$ cat src/rtl/isqrt_pipe.sv
// Fully pipelined floor(sqrt(x)) for 32-bit unsigned operands.
// Restoring digit-by-digit recurrence, ITER_PER_STAGE root bits per register stage.
module isqrt_pipe #(
    parameter int ITER_PER_STAGE = 1
) (
    input  logic        clk,
    input  logic        rst,
    input  logic        x_vld,
    input  logic [31:0] x,
    output logic        y_vld,
    output logic [15:0] y
);

    localparam int LATENCY = 16 / ITER_PER_STAGE;

    if (!(ITER_PER_STAGE inside {1, 2, 4, 8, 16})) begin : g_bad_param
        $error("isqrt_pipe: ITER_PER_STAGE must be 1, 2, 4, 8 or 16");
    end

    // rem never exceeds 2*root, so 17 bits hold it for a 16-bit root.
    typedef struct packed {
        logic [16:0] rem;
        logic [15:0] root;
        logic [31:0] op;
    } stage_t;

    stage_t             st_d [LATENCY];
    stage_t             st_q [LATENCY];
    logic [LATENCY-1:0] vld_d;
    logic [LATENCY-1:0] vld_q;
    stage_t             seed;

    function automatic stage_t resolve(input stage_t s_in);
        stage_t      s;
        logic [18:0] acc;
        logic [18:0] sub;
        s = s_in;
        for (int i = 0; i < ITER_PER_STAGE; i++) begin
            acc = {s.rem, s.op[31:30]};
            sub = {1'b0, s.root, 2'b01};
            if (acc >= sub) begin
                s.rem  = 17'(acc - sub);
                s.root = {s.root[14:0], 1'b1};
            end else begin
                s.rem  = acc[16:0];
                s.root = {s.root[14:0], 1'b0};
            end
            s.op = {s.op[29:0], 2'b00};
        end
        return s;
    endfunction

    always_comb begin
        seed      = '0;
        seed.op   = x;
        st_d[0]   = resolve(seed);
        vld_d[0]  = x_vld;
        for (int k = 1; k < LATENCY; k++) begin
            st_d[k]  = resolve(st_q[k-1]);
            vld_d[k] = vld_q[k-1];
        end
    end

    // Only the valid bits are reset; the datapath free-runs.
    always_ff @(posedge clk) begin
        if (rst) begin
            vld_q <= '0;
        end else begin
            vld_q <= vld_d;
        end
    end

    always_ff @(posedge clk) begin
        for (int k = 0; k < LATENCY; k++) begin
            st_q[k] <= st_d[k];
        end
    end

    assign y_vld = vld_q[LATENCY-1];
    assign y     = st_q[LATENCY-1].root;

endmodule

$ cat config.mk
export PLATFORM = sky130hd
export DESIGN_NAME = isqrt_pipe
export DESIGN_NICKNAME = d
export VERILOG_FILES = /design/src/rtl/isqrt_pipe.sv
export SDC_FILE = /design/constraint.sdc
export NUM_CORES = 1
export LEC_CHECK = 0
export CORE_UTILIZATION = 35
export DETAILED_ROUTE_END_ITERATION = 10
export GPL_TIMING_DRIVEN = 0
export PLACE_DENSITY_LB_ADDON = 0.15
export SYNTH_ARGS = -nofsm -noshare
export SYNTH_HDL_FRONTEND = slang
export SYNTH_SLANG_ARGS = --single-unit
$ cat constraint.sdc
create_clock -name clk -period 5.6 [get_ports clk]
set_input_delay 1.12 -clock clk [delete_from_list [all_inputs] [get_ports clk]]
set_output_delay 1.12 -clock clk [all_outputs]
set_load 0.005 [all_outputs]
==> impl_metrics.py, run 1 <==
metrics = {
    "sta": {
        "clock_skew_ps": 23.5,
        "setup_viol": 0,
        "rsz0062_at_grt": "false",
        "tightestPinTransition_ps": 860,
        "finalHoldViolCount": 0,
        "slew_viol_final": 0,
        "final.setup.worst_slack_ps": 2460,
        "slew-limit-headroom": 0.422,
        "clock.fmax_mhz": 319,
        "finalSetupTns_ps": 0,
        "fin_crit_sh": 0.560,
        "fin_crit_ps": 3140,
    },
    "finish": {
        "area_delta_synth_final_pct": 16.8,
        "nFillCells": 6177,
        "design_area_um2": 27000,
        "n_antenna_cell": 0,
        "post-route-util": 0.416,
        "mostFrequentLayoutCell": "dfxtp_1",
        "layout.nets": 2500,
        "layout-drive-gt1-share": 0.0905,
        "final_cell_mix": "dfxtp_1 (629), inv_1 (194), ha_1 (152)",
    },
    "drt": {
        "vias": 15100,
        "antenna_left": 0,
        "wire_per_inst_um": 13.8,
        "viasPerCell": 4.70,
        "drc": 0,
        "drtIter0Drc": 727,
        "drt-total-wl_um": 44500,
        "drtPass1Iterations": 5,
    },
    "yosys": {
        "synth-seq-area-share": 0.545,
        "synth-edff-count": 0,
        "synthFlopType": "dfxtp_1",
        "syn_avg_cell_area_um2": 10.5,
        "ys_types": 81,
        "synth_top_area_frac": 0.545,
        "yosysWarnings": 0,
        "synth-seq-cells": 629,
        "synth_area_leaders": "dfxtp_1 (54%), ha_1 (8.2%), xnor2_1 (3.8%)",
        "synth-async-reset-ratio": 0,
        "synth_nets": 2380,
        "synth_area_leader_cell": "dfxtp_1",
        "synth_area_um2": 23100,
        "netlist_instances": 2193,
    },
    "clock_tree": {
        "clk_path_buf_depth": 3,
        "cts_root_buffer": "clkbuf_16",
        "post-cts-setup-buffers": 0,
        "cts.clk_slew.worst_paths_ps": 60,
        "cts_tree": "built",
        "cts_buffers": 67,
        "ctsHoldBuffers": 0,
        "cts_htree_levels": 3,
        "cts_resized": 0,
        "insertion_delay_ps": 600,
        "clkSinkCount": 629,
    },
    "floorplanning": {
        "rows": 93,
        "fp.coreArea_um2": 64800,
        "io_pins": 52,
        "die_area_um2": 67100,
        "die_w_um": 259,
        "initial_core_util": 0.357,
        "die_h_um": 259,
    },
    "placed_design": {
        "pre_cts_ws_ps": 2540,
        "gp_congestion": 0.893,
        "placed_area_um2": 24700,
        "port_buffers": 51,
        "dp_hpwl_um": 33900,
    },
    "setup_path": {
        "r2r_start": "st_q[1][284]",
        "crit_fanout": 10,
        "rrSetupSlack_ps": 2460,
        "cp-startpoint": "st_q[1][284]",
        "crit_end": "st_q[1][373]",
        "path_class": "flop to flop",
        "crit_required_ps": 6070,
        "r2r_end": "st_q[1][373]",
        "r2r_cells": 9,
        "end_kind": "flop",
        "startpoint_type": "flop",
        "cp_data_arrival_time_ps": 3600,
    },
    "power": {
        "p_int_mw": 9.34,
        "clkPwrFrac": 0.346,
        "power.leakage_nw": 12.4,
        "p_comb_frac": 0.205,
        "seqPwrFrac": 0.449,
        "power_density_nw_per_um2": 480,
        "net-switching-power_mw": 3.61,
        "ir_drop_v": 0.000225,
        "p_sw_frac": 0.278,
    },
    "grt": {
        "track_usage": 0.135,
        "grt_pass1_vias": 14900,
        "grt_pass1_wl_um": 73700,
        "antenna_found_initial": 0,
        "grt.overflow.total": 0,
        "grt_max_degree": 16,
    },
    "flow_run": {
        "drv_cap": 0,
    },
    "hold_path": {
        "holdCritPathClass": "flop to flop",
    },
    "run_status": {
        "status": "finished clean",
    },
}
==> worst max-delay path: stages (launching register included) <==
cell     delay [ps]
dfxtp_1         320
inv_1            40
ha_1            230
or3_1           390
o22ai_1         440
o221a_2         360
a21oi_1         140
o21ai_2         480
buf_6           240
mux2_2          350
==> layer usage <==
layer / up-vias / GRT usage / share of wire
met5: - / 0 / 0
met4: 0 / 0.0493 / 0.021
met2: 285 / 0.209 / 0.43
met1: 6971 / 0.184 / 0.50
met3: 82 / 0.0269 / 0.049
li1: 7805 / - / -
==> flip-flops by register name, summed over array words and instances, names as in the netlist <==
register and flops:
st_q 613, vld_q 16
==> power groups by stage <==
stage                     Sequential (mW)  Clock [mW]  Combinational, mW
after detailed placement             5.93           0               2.63
after CTS                            5.84        4.66               2.65
after global placement               5.92           0               2.61
after floorplan                      5.71           0               2.11
final                                5.81        4.48               2.65
after global routing                 5.91        4.84               2.97
==> metrics by stage <==
| stage | cells | hold slack, ps | power [mW] |
|---|---|---|---|
| 3_5_place_dp | 3099 | 312 | 8.56 |
| 2_1_floorplan | 2193 | 310 | 7.82 |
| 4_1_cts | 3220 | 307 | 13.1 |
| 5_1_grt | 3220 | 318 | 13.7 |
| 3_3_place_gp | 3099 | 309 | 8.53 |
| 6_report | 3220 | 306 | 12.9 |
==> cell usage after synthesis (all sizes together) (9+ instances only) <==
master / count
dfxtp: 629
inv: 195
ha: 152
nor2: 129
nand2: 102
xnor2: 101
a21oi: 94
o21ai: 92
nor3: 58
xor2: 57
mux2: 49
o21a: 44
nand3: 41
a21o: 35
nor2b: 34
nand2b: 33
buf: 32
nor4: 29
or3: 25
or4: 18
o31ai: 17
nand4: 16
a31oi: 14
clkbuf: 14
mux2i: 14
o211ai: 14
a211oi: 11
and3: 11
and2: 10
nand3b: 9
==> cells by family after synthesis <==
family / Yosys count / share of synthesized area
flip-flops: 629 / 0.545
AND/OR/NAND/NOR: 546 / 0.123
AO/OA/AOI/OAI: 403 / 0.116
buffers and inverters: 241 / 0.0438
XOR/XNOR: 158 / 0.0599
adder cells (fa/ha/maj): 152 / 0.0823
multiplexers: 63 / 0.0299
other: 1 / 0.000162
==> worst min-delay path by stage <==
stage               slack (ps)  depth (start not counted)            to          from
floorplan                  310                          0  st_q[0][130]   st_q[0][65]
global placement           310                          0  st_q[0][275]  st_q[0][210]
detailed placement         310                          0  st_q[0][132]   st_q[0][67]
CTS                        310                          0  st_q[0][403]  st_q[0][338]
global route               320                          0  st_q[0][466]  st_q[0][401]
finish                     310                          0  st_q[0][403]  st_q[0][338]
==> cell type report <==
type                       count  area (um^2)  area share
sequential                   629        12600       0.466
multi-input combinational   1323         9510       0.352
clock buffer                  97         1960      0.0726
tap                          855         1070      0.0396
inverter                     195          732      0.0271
timing repair buffer          51          510      0.0189
clock inverter                24          337      0.0125
buffer                        46          282      0.0104
(Power assumes the default switching activity.)
==> run 2: changes to the inputs <==
==> constraint.sdc (replaced) <==
create_clock -name clk -period 3 [get_ports clk]
set_input_delay 0.6 -clock clk [delete_from_list [all_inputs] [get_ports clk]]
set_output_delay 0.6 -clock clk [all_outputs]
set_load 0.005 [all_outputs]
==> impl_metrics.py, run 2 (synthesized netlist as in run 1, its figures left out) <==
metrics = {
    "placed_design": {
        "dp_hpwl_um": 33900,
        "gp_congestion": 0.893,
        "port_buffers": 51,
    },
    "sta": {
        "slew_viol_final": 0,
        "clock_skew_ps": 23.1,
        "setup_viol": 0,
        "clock.fmax_mhz": 356,
        "fin_hold_ws_ps": 306,
        "fin_crit_ps": 2810,
        "finalHoldViolCount": 0,
        "tightestPinTransition_ps": 849,
        "slew-limit-headroom": 0.430,
        "fin_crit_sh": 0.937,
    },
    "setup_path": {
        "startpoint_type": "flop",
        "critPathMaxStageDelay_ps": 400,
        "slowest_stage": "or3_1",
        "critPathTopFamily": "compound AO/OA/AOI/OAI gates",
        "crit_chain": "inv_1 > ha_1 > or3_1 > o22ai_2 > o221a_2 > a21oi_1 > o21ai_4 > buf_6 > mux2_2",
        "crit_required_ps": 3470,
        "crit_fanout": 10,
        "cp_data_arrival_time_ps": 3280,
        "critPathBufInv": 2,
        "path_class": "flop to flop",
        "end_kind": "flop",
    },
    "floorplanning": {
        "die_w_um": 259,
        "io_pins": 52,
        "initial_core_util": 0.357,
        "die_h_um": 259,
        "die_area_um2": 67100,
        "rows": 93,
        "fp.coreArea_um2": 64800,
    },
    "drt": {
        "antenna_left": 0,
        "drtIter0Drc": 734,
        "vias": 15200,
        "drt-total-wl_um": 44700,
        "drtPass1Iterations": 5,
        "drc": 0,
        "viasPerCell": 4.70,
        "wire_per_inst_um": 13.8,
    },
    "power": {
        "net-switching-power_mw": 6.76,
        "clkPwrFrac": 0.346,
        "p_int_mw": 17.5,
        "power.leakage_nw": 12.4,
        "power_density_nw_per_um2": 894,
        "p_comb_frac": 0.206,
        "p_sw_frac": 0.279,
        "seqPwrFrac": 0.448,
        "ir_drop_v": 0.000421,
    },
    "finish": {
        "mostFrequentLayoutCell": "dfxtp_1",
        "layout.nets": 2506,
        "post-route-util": 0.418,
        "reg_top3": "st_q (613), vld_q (16)",
        "largest_register_ffs": 613,
        "final_cell_mix": "dfxtp_1 (629), inv_1 (194), ha_1 (152)",
        "layout-drive-gt1-share": 0.0949,
        "n_antenna_cell": 0,
        "area_delta_synth_final_pct": 17.2,
        "top_register": "st_q",
    },
    "flow_run": {
        "drv_cap": 0,
    },
    "clock_tree": {
        "clk_path_buf_depth": 3,
        "cts_htree_levels": 3,
        "cts.clk_slew.worst_paths_ps": 60,
        "cts_tree": "built",
        "clkSinkCount": 629,
        "insertion_delay_ps": 600,
        "ctsHoldBuffers": 0,
        "cts_buffers": 67,
        "cts_root_buffer": "clkbuf_16",
    },
    "grt": {
        "antenna_found_initial": 0,
        "grt_pass1_wl_um": 73800,
        "grt_pass1_vias": 14800,
        "grt_max_degree": 16,
        "grt.overflow.total": 0,
        "track_usage": 0.135,
    },
    "run_status": {
        "status": "finished clean",
    },
    "hold_path": {
        "holdCritPathClass": "flop to flop",
    },
}
## run 2: cell count changes in the layout (fill, tap and decap cells not counted), sizes merged
| cell | change |
|---|---|
| buf | +6 |
## run 2: repair_timing
action	4_1_cts	5_1_grt
setup endpoints to repair	11	52
buffers inserted	0	6
pin swaps	0	2
gates cloned	0	0
resized for setup	2	8
## run 2: path summary, 6_finish.rpt
| path | startpoint | to | slack [ps] | cells after the start |
|---|---|---|---|---|
| worst min-delay path | st_q[0][338] | st_q[0][403] | 310 | 0 |
| worst max-delay path | st_q[1][284] | st_q[1][373] | 190 | 9 |
| worst max register to register | st_q[1][284] | st_q[1][373] | 190 | 9 |
| worst min register to register | st_q[0][338] | st_q[0][403] | 310 | 0 |
## run 2: worst register-to-register path, stage by stage, from the launching register on
cell and delay (ps):
dfxtp_1 330, inv_1 50, ha_1 240, or3_1 400, o22ai_2 260, o221a_2 320, a21oi_1 170, o21ai_4 360
buf_6 230, mux2_2 350
## run 2: metrics by stage
stage	TNS, ps	instances	area, um^2	power (mW)	worst slack, ps
after global placement	-156	3099	24700	15.9	-29.6
after floorplan	0	2193	23100	14.6	482
after detailed placement	-583	3099	24700	16.0	-61.4
after CTS	0	3220	27000	24.5	19.6
after global routing	-69.4	3226	27100	25.7	-26.4
final	0	3226	27100	24.2	189
## run 2: area by class of cell
type	instances	area, um^2
Fill cell	6177	37700
Sequential cell	629	12600
Multi-Input combinational cell	1323	9560
Clock buffer	97	1960
Tap cell	855	1070
Inverter	195	732
Timing Repair Buffer	57	556
Clock inverter	24	337
Buffer	46	283
## run 2: routing by layer
layer,part of all wire,global-route usage,up-vias
li1,-,-,7814
met1,0.50,0.184,7012
met2,0.43,0.209,254
met3,0.047,0.0268,75
met4,0.021,0.0491,0
met5,0,0,-
## run 2: power groups by stage
stage	sequential (mW)	combinational [mW]	clock (mW)
after floorplan	10.7	3.94	0
after CTS	10.9	4.95	8.70
after global placement	11.0	4.87	0
after global routing	11.0	5.59	9.04
final	10.9	4.98	8.38
after detailed placement	11.1	4.91	0
